<file path="src/rtl/can_error_frame_tx_pkg.sv">
// Shared CAN error-signalling definitions: FSM state encodings, bus levels and default frame lengths.
package can_error_frame_tx_pkg;

    localparam int FLAG_LEN_DEF  = 6;
    localparam int DELIM_LEN_DEF = 8;
    localparam int EXT_DOM_DEF   = 14;
    localparam int EXT_REP_DEF   = 8;

    localparam logic BUS_DOM = 1'b0;
    localparam logic BUS_REC = 1'b1;

    typedef enum logic [1:0] {
        S_IDLE       = 2'd0,
        S_FLAG       = 2'd1,
        S_WAIT_DELIM = 2'd2,
        S_DELIM      = 2'd3
    } state_t;

    // True when dom_nxt is first, first+rep, first+2*rep, ...
    function automatic logic ext_dom_hit(input logic [7:0] dom_nxt, input int first, input int rep);
        logic [7:0] diff;
        diff = dom_nxt - 8'(first);
        return (dom_nxt >= 8'(first)) && ((diff % 8'(rep)) == 8'd0);
    endfunction

endpackage

</file>
<file path="src/rtl/can_sat_counter.sv">
// Saturating up-counter with synchronous clear and load; clear wins over load, load over increment.
module can_sat_counter #(
    parameter int WIDTH = 4
) (
    input  logic             clk,
    input  logic             rst_n,
    input  logic             clr,
    input  logic             ld,
    input  logic [WIDTH-1:0] ld_val,
    input  logic             inc,
    output logic [WIDTH-1:0] cnt
);

    always_ff @(posedge clk or negedge rst_n) begin
        if (!rst_n) begin
            cnt <= '0;
        end else if (clr) begin
            cnt <= '0;
        end else if (ld) begin
            cnt <= ld_val;
        end else if (inc && (cnt != '1)) begin
            cnt <= cnt + 1'b1;
        end
    end

endmodule

</file>
<file path="src/rtl/can_error_frame_tx.sv">
// CAN error-frame transmitter: serialises error flag and delimiter, reports completion and bus faults.
// Optional frame/abort statistics outputs are enabled with `define CAN_ERRTX_STATS_EN.
//
// state      | meaning
// IDLE       | no error frame, tx recessive
// FLAG       | sending error flag (dominant if active, recessive if passive)
// WAIT_DELIM | flag done, waiting for first recessive bit, watching extended dominant
// DELIM      | counting recessive delimiter bits
module can_error_frame_tx
    import can_error_frame_tx_pkg::*;
#(
    parameter int FLAG_LEN  = FLAG_LEN_DEF,
    parameter int DELIM_LEN = DELIM_LEN_DEF,
    parameter int EXT_DOM   = EXT_DOM_DEF
) (
    input  logic        clk,
    input  logic        rst_n,
    input  logic        bit_tick,
    input  logic        rx_bit,
    input  logic        error_frame_req,
    input  logic        error_passive,
    input  logic        bus_off,
    output logic        tx_bit,
    output logic        busy,
    output logic        error_frame_sent,
    output logic        ext_dom_err,
    output logic        delim_form_err
`ifdef CAN_ERRTX_STATS_EN
    ,
    output logic [15:0] err_frame_cnt,
    output logic [7:0]  abort_cnt
`endif
);

    state_t     state;
    logic       req_q;
    logic       passive_q;
    logic       prev_rx;
    logic [3:0] bit_cnt;
    logic [3:0] eq_cnt;
    logic [7:0] dom_cnt;

    logic       start;
    logic       tick_flag;
    logic       eq_restart;
    logic [3:0] eq_nxt;
    logic       flag_done;
    logic       delim_enter;
    logic       dom_tick;
    logic       ext_hit;
    logic       delim_rec;
    logic       delim_done;
    logic       delim_err;
    logic       cnt_clr;
    logic       bit_inc;
    logic       eq_ld;
    logic       eq_inc;

    always_comb begin
        start       = (state == S_IDLE) && error_frame_req && !req_q && !bus_off;
        tick_flag   = (state == S_FLAG) && bit_tick;
        eq_restart  = (eq_cnt != 4'd0) && (rx_bit != prev_rx);
        eq_nxt      = eq_restart ? 4'd1 : eq_cnt + 4'd1;
        flag_done   = tick_flag && (passive_q ? (eq_nxt == 4'(FLAG_LEN))
                                              : (bit_cnt == 4'(FLAG_LEN - 1)));
        delim_enter = (state == S_WAIT_DELIM) && bit_tick && (rx_bit == BUS_REC);
        dom_tick    = (state == S_WAIT_DELIM) && bit_tick && (rx_bit == BUS_DOM);
        ext_hit     = dom_tick && (dom_cnt != 8'hFF)
                      && ext_dom_hit(dom_cnt + 8'd1, EXT_DOM, EXT_REP_DEF);
        delim_rec   = (state == S_DELIM) && bit_tick && (rx_bit == BUS_REC);
        delim_done  = delim_rec && (bit_cnt == 4'(DELIM_LEN - 1));
        delim_err   = (state == S_DELIM) && bit_tick && (rx_bit == BUS_DOM);
        // Any frame boundary or abort leaves every counter at zero for the next phase.
        cnt_clr     = bus_off || start || flag_done || delim_done || delim_err;
        bit_inc     = (tick_flag && !passive_q) || delim_rec;
        eq_ld       = tick_flag && passive_q && eq_restart;
        eq_inc      = tick_flag && passive_q;
    end

    can_sat_counter #(.WIDTH(4)) u_bit_cnt (
        .clk    (clk),
        .rst_n  (rst_n),
        .clr    (cnt_clr),
        .ld     (delim_enter),
        .ld_val (4'd1),
        .inc    (bit_inc),
        .cnt    (bit_cnt)
    );

    can_sat_counter #(.WIDTH(4)) u_eq_cnt (
        .clk    (clk),
        .rst_n  (rst_n),
        .clr    (cnt_clr),
        .ld     (eq_ld),
        .ld_val (4'd1),
        .inc    (eq_inc),
        .cnt    (eq_cnt)
    );

    can_sat_counter #(.WIDTH(8)) u_dom_cnt (
        .clk    (clk),
        .rst_n  (rst_n),
        .clr    (cnt_clr),
        .ld     (1'b0),
        .ld_val (8'd0),
        .inc    (dom_tick),
        .cnt    (dom_cnt)
    );

    always_ff @(posedge clk or negedge rst_n) begin
        if (!rst_n) begin
            state            <= S_IDLE;
            tx_bit           <= BUS_REC;
            busy             <= 1'b0;
            error_frame_sent <= 1'b0;
            ext_dom_err      <= 1'b0;
            delim_form_err   <= 1'b0;
            req_q            <= 1'b0;
            passive_q        <= 1'b0;
            prev_rx          <= BUS_REC;
        end else begin
            req_q            <= error_frame_req;
            error_frame_sent <= 1'b0;
            ext_dom_err      <= 1'b0;
            delim_form_err   <= 1'b0;
            tx_bit           <= ((state == S_FLAG) && !passive_q) ? BUS_DOM : BUS_REC;
            if (bus_off) begin
                state  <= S_IDLE;
                busy   <= 1'b0;
                tx_bit <= BUS_REC;
            end else begin
                case (state)
                    S_IDLE: begin
                        if (start) begin
                            state     <= S_FLAG;
                            busy      <= 1'b1;
                            passive_q <= error_passive;
                        end
                    end
                    S_FLAG: begin
                        if (bit_tick) prev_rx <= rx_bit;
                        if (flag_done) state <= S_WAIT_DELIM;
                    end
                    S_WAIT_DELIM: begin
                        ext_dom_err <= ext_hit;
                        if (delim_enter) state <= S_DELIM;
                    end
                    S_DELIM: begin
                        if (delim_done) begin
                            state            <= S_IDLE;
                            busy             <= 1'b0;
                            error_frame_sent <= 1'b1;
                        end else if (delim_err) begin
                            state          <= S_FLAG;
                            delim_form_err <= 1'b1;
                        end
                    end
                    default: begin
                        state <= S_IDLE;
                        busy  <= 1'b0;
                    end
                endcase
            end
        end
    end

`ifdef CAN_ERRTX_STATS_EN
    logic frame_inc;
    logic abort_inc;

    always_comb begin
        frame_inc = delim_done && !bus_off;
        abort_inc = (delim_err && !bus_off) || (bus_off && (state != S_IDLE));
    end

    can_sat_counter #(.WIDTH(16)) u_frame_cnt (
        .clk    (clk),
        .rst_n  (rst_n),
        .clr    (1'b0),
        .ld     (1'b0),
        .ld_val (16'd0),
        .inc    (frame_inc),
        .cnt    (err_frame_cnt)
    );

    can_sat_counter #(.WIDTH(8)) u_abort_cnt (
        .clk    (clk),
        .rst_n  (rst_n),
        .clr    (1'b0),
        .ld     (1'b0),
        .ld_val (8'd0),
        .inc    (abort_inc),
        .cnt    (abort_cnt)
    );
`endif

endmodule
</file>
<file path="config.mk">
export PLATFORM = sky130hd
export DESIGN_NAME = can_error_frame_tx
export DESIGN_NICKNAME = d
export VERILOG_FILES = /design/src/rtl/can_error_frame_tx_pkg.sv /design/src/rtl/can_sat_counter.sv /design/src/rtl/can_error_frame_tx.sv
export SDC_FILE = /design/constraint.sdc
export NUM_CORES = 1
export LEC_CHECK = 0
export ABC_CLOCK_PERIOD_IN_PS = 3980
export BUFFER_PORTS_ARGS = -buffer_cell sky130_fd_sc_hd__clkbuf_2
export CORE_MARGIN = 3
export CORE_UTILIZATION = 40
export DETAILED_ROUTE_END_ITERATION = 8
export PLACE_DENSITY = 0.54
export SLEW_MARGIN = 10
export SYNTH_ARGS = -nofsm -noshare
export SYNTH_HDL_FRONTEND = slang
export SYNTH_HIERARCHICAL = 1
export SYNTH_SLANG_ARGS = --single-unit
</file>
<file path="constraint.sdc">
create_clock -name clk -period 3.98 [get_ports clk]
set_input_delay 0.398 -clock clk [delete_from_list [all_inputs] [get_ports clk]]
set_output_delay 0.398 -clock clk [all_outputs]
set_load 0.01 [all_outputs]
</file>
## Word level (Yosys, flattened, before mapping)

Cells that the tools add are included.

| storage, ports and cells | value |
|---|---|
| bits in registers | 26 |
| output and inout port bits | 5 |
| input bits | 7 |

| cells by class | value |
|---|---|
| eq/ne operators | 15 |
| order comparisons | 1 |
| add/subtract/negate cells | 4 |
| reduce and logical (&&, ||, !) cells | 41 |
| bitwise gates (word level) | 2 |
| multiplexer cells | 32 |

Operators with widths:

| cell | count |
|---|---|
| 4-bit two-way mux | 7 |
| 1-bit logical AND | 22 |
| 8-bit two-way mux | 2 |
| 1-bit two-way mux | 15 |
| 4-bit by 3-bit equality test with 1-bit output, second input constant | 3 |
| 2-bit two-way mux | 6 |
| 3-bit != test, second input constant | 4 |
| 4-bit != test, second input constant | 3 |
| 3-bit AND reduction | 3 |
| 3-bit nonzero test | 3 |
| 4-bit by 1-bit adder with 4-bit output, second input constant | 2 |
| 8-bit by 1-bit adder with 8-bit output, second input constant | 1 |
| 8-bit by 4-bit greater-or-equal comparator with 1-bit output, second input constant | 1 |
| 8-bit zero test | 1 |
| 8-bit != test, second input constant | 1 |
| 2-bit case mux with 4 select lines | 1 |
| 1-bit logical OR | 5 |
| 2-bit equality test, second input constant | 2 |
| 4-bit AND reduction | 1 |
| 4-bit nonzero test | 1 |
| 1-bit zero test | 3 |
| 3-bit subtractor, second input constant | 1 |
| 2-bit by 1-bit equality test with 1-bit output, second input constant | 1 |
| 2-bit zero test | 1 |
| 4 further kinds | 5 |

## Logic depth before layout (Yosys ltp)

| logic depth | value |
|---|---|
| word-level depth | 10 |
| depth in mapped cells | 11 |
| gate-level depth less buffers | 10 |

## Modules after synthesis

The synthesis kept the hierarchy.

By module, submodules not included:

| module | area an instance (um^2) | sequential area each (um^2) | times used | cells each |
|---|---|---|---|---|
| can_error_frame_tx | 848.3 | 252.7 | 1 | 100 |
| can_sat_counter (u_dom_cnt) | 596.8 | 200.2 | 1 | 64 |
| can_sat_counter (u_bit_cnt ...) | 257.7 | 100.1 | 2 | 28 |

## Least setup slack after synthesis

Ideal clock, no wire load.

| timing path | value |
|---|---|
| kind | register to register |
| start | register u_eq_cnt.cnt[0] |
| end | register u_dom_cnt.cnt[3] |
| setup slack | 1.549 ns |
| arrival | 2.362 ns |
| data required time | 3.911 ns |
| path buffers | 1 |
| stages on the path, launching flop included | 11 |
| path through | dfrtp_1 > inv_1 > ha_1 > or3b_4 > a2111oi_4 > nand2_1 > o41ai_1 > or4_1 > clkbuf_2 > or4_1 > nand3_1 |

| between the ends | value |
|---|---|
| cells in the longest elaborated chain, start to end | 10 |

RTL lines:

| what | RTL line | source |
|---|---|---|
| from (decl) | can_sat_counter.sv:11 | `output logic [WIDTH-1:0] cnt` |
| from (signal assigned) | can_sat_counter.sv:20 | `cnt <= ld_val;` |
| from (signal assigned) | can_sat_counter.sv:22 | `cnt <= cnt + 1'b1;` |
| parallel branches: the longest is 2 deep, another holds 4-bit by 1-bit adder with 4-bit output | -- |  |
| 4-bit two-way mux (*) | can_error_frame_tx.sv:63 | `eq_nxt = eq_restart ? 4'd1 : eq_cnt + 4'd1;` |
| 4-bit by 3-bit equality test with 1-bit output (*) | can_error_frame_tx.sv:64 | `flag_done = tick_flag && (passive_q ? (eq_nxt == 4'(FLAG_LEN))` |
| 1-bit two-way mux (*) | can_error_frame_tx.sv:64 |  |
| 1-bit logical AND (*) | can_error_frame_tx.sv:64 |  |
| 1-bit logical OR (*) (3 in a row) | can_error_frame_tx.sv:74 | `cnt_clr = bus_off \|\| start \|\| flag_done \|\| delim_done \|\| delim_err;` |
| named net cnt_clr | can_error_frame_tx.sv:54 | `logic cnt_clr;` |
| 8-bit two-way mux / 2-bit nonzero test (equally long branches) | -- |  |
| to (signal assigned) | can_sat_counter.sv:20 |  |
| to (signal assigned) | can_sat_counter.sv:22 |  |
| to (decl) | can_sat_counter.sv:11 |  |

Mark *: on every way through the listed nets, which the timed path passes.
A chain may end at the register's enable or synchronous reset.

## Worst setup path in the final report

Ends and elaborated chain as after synthesis.

==> reports/metrics.yaml <==
ys.warnings.count: 6
ys_async_sr_fraction_pct: 100
placed_area_um2: 2100
numCtsBuffers: 3
fin_crit_sh_pct: 68.6
synth-seq-area-share_pct: 33.3
layout-drive-gt1-share_pct: 11.8
max_cap_viol_count: 0
core_area_um2: 4530
leakage_nw: 0.932
max_slew_margin_pct: 54.8
dieHeight_um: 76.0
synth_area_um2: 1960
fin_total_pwr_mw: 0.864
final_nets: 265
critPathMaxFanout: 19
cts-root-buf: "clkbuf_8"
skew_ps: 8.63
chipWidth_um: 76.0
start_util_pct: 43.2
grt_pass1_wl_um: 7440
arrival_ps: 2890
antenna_left: 0
peakVddDrop_mv: 0.159
yosysMostFrequentCell: "dfrtp_1"
via_per_inst: 5.37
ys_top_cells_by_count: "dfrtp_1, nand2_1, nor2_1, inv_1, nand3_1"
max_freq_ghz: 0.367
critPathRequiredTime_ps: 4140
hold_viol_final: 0
wl_per_cell_um: 13.6
synth.top_cell.area_share_pct: 30.6
cp-startpoint: "u_eq_cnt/cnt[0]"
hp-class: "input port to async pin"
area_growth_pct: 10.9
power_density_nw_per_um2: 397
setup_viol: 0
r2r-start: "u_eq_cnt/cnt[0]"
synth_edf_count: 0
startpoint_type: "flip-flop"
rsz0062_at_grt: "no"
place_ws_ps: 1240
grtUsageTotal_pct: 15.4
fin_area_um2: 2170
netlist.top_cell.by_area: "dfrtp_1"
crit_type: "flip-flop to flip-flop"
dpl.hpwl_um: 3080
ctsResizeCount: 0
synth_area_leaders: "dfrtp_1, ha_1, nand2_1"
clkLatencyLatePin_ps: 270
yosys_register_bits: 26
grt-ovfl-total: 0
clock_path_buffers: 2
avgSynthCellArea_um2: 8.91
hold_buffers: 0
htree_levels: 1
die-area_um2: 5780
wirelength_um: 4230
tritoncts: "yes"
maxSlewViolCount: 0
final.min_clock_period_ps: 2730
final_core_util_pct: 48.0
crit_path_end_kind: "flip-flop"
antenna_found_initial: 0
clock_sinks: 26
layout_setup_ws_ps: 1250
diodes: 0
post_cts_buffers: 0
drc: 0
grt_max_degree: 27
grt_pass1_vias: 1514
rows: 24
first_pass_iters: 4
synth-main-ff-cell: "dfrtp_1"
status: "finished clean"
clk_pin_slew_ps: 100
worst_slew_pin_slew_ps: 678
routabilityCongestion: 0.817
io_buffers: 11
synthCells: 220
synth_cell_types: 58
top_level_ports: 12
tns_ps: 0
drtIter0Drc: 106
vias: 1664
## registers in the layout, summed over array words and instances (netlist names), 2 cells and up
signal,count
state,2
u_dom_cnt/cnt,8
u_bit_cnt/cnt,4
u_eq_cnt/cnt,4
## cell type report
class | instances | area, um^2
Clock buffer | 3 | 41.3
Clock inverter | 1 | 30.0
Fill cell | 469 | 2360
Inverter | 15 | 56.3
Multi-Input combinational cell | 189 | 1260
Sequential cell | 26 | 653
Tap cell | 65 | 81.3
Timing Repair Buffer | 11 | 55.1
## critical path, stage by stage, from the launching register on
cell	delay [ps]
dfrtp_1	470
inv_1	90
ha_1	130
or3b_4	390
a2111oi_4	330
nand2_1	90
o41ai_1	60
or4_1	560
nor2_1	200
a31oi_1	200
nand3_1	90
## cell usage in the layout, fill, tap and decap left out, types with 2 or more instances in the layout
cell / count
and2_1: 3
o41ai_1: 2
nand4_1: 7
nor3b_1: 2
a211oi_1: 3
o211ai_1: 3
o311a_1: 3
nor3_1: 2
xor2_1: 3
conb_1: 18
dfstp_2: 2
nor2_1: 17
nand4b_1: 2
ha_1: 12
nor2b_1: 3
nand3_1: 14
nand3b_1: 4
nor4b_1: 2
a2111oi_0: 4
dfrtp_1: 24
nor4_1: 3
a21oi_1: 10
a2111oi_2: 2
a31oi_1: 2
or3_1: 3
o21ai_0: 6
nand2b_1: 3
and3b_1: 2
a22oi_1: 2
mux2_2: 3
nand2_1: 22
mux2i_1: 2
or4_1: 2
inv_1: 15
and3_1: 2
and4b_1: 2
clkbuf_8: 3
clkbuf_2: 11
## per-stage QoR
step	hold slack, ps	cells
after global routing	169	310
final	139	310
after detailed placement	476	306
after floorplan	102	236
after CTS	165	310
after global placement	474	306
## cells by family after synthesis
family,Yosys count,synth area share [%]
AO/OA/AOI/OAI,50,20.0
XOR/XNOR,4,1.79
adder cells (fa/ha/maj),12,7.66
buffers and inverters,21,5.62
flip-flops,26,33.3
multiplexers,5,2.74
other,2,0.383
AND/OR/NAND/NOR,100,28.5
## power by group
part | leakage, nW | total (mW) | internal (mW) | switching (mW)
Combinational | 0.552 | 0.276 | 0.118 | 0.157
Clock | 0.0357 | 0.223 | 0.135 | 0.0886
Sequential | 0.344 | 0.365 | 0.310 | 0.0556
## worst paths after layout
check | endpoint | slack [ps] | cells after the start
min in group clk | req_q | 250 | 1
hold / removal | u_eq_cnt/cnt[0] | 140 | 1
hold reg to reg | tx_bit | 590 | 2
setup / recovery | u_dom_cnt/cnt[3] | 1250 | 10
setup reg to reg | u_dom_cnt/cnt[3] | 1250 | 10
max in group asynchronous | u_dom_cnt/cnt[6] | 3400 | 1
## metal layers
layer  up-vias  global-route usage [%]  share of wire, %
met3         2                    2.84               3.6
met1       765                    22.5                50
li1        868                       -                 -
met2        29                    23.5                45
met4         0                    3.80              0.64
met5         -                       0                 0
(Power assumes the default switching activity.)
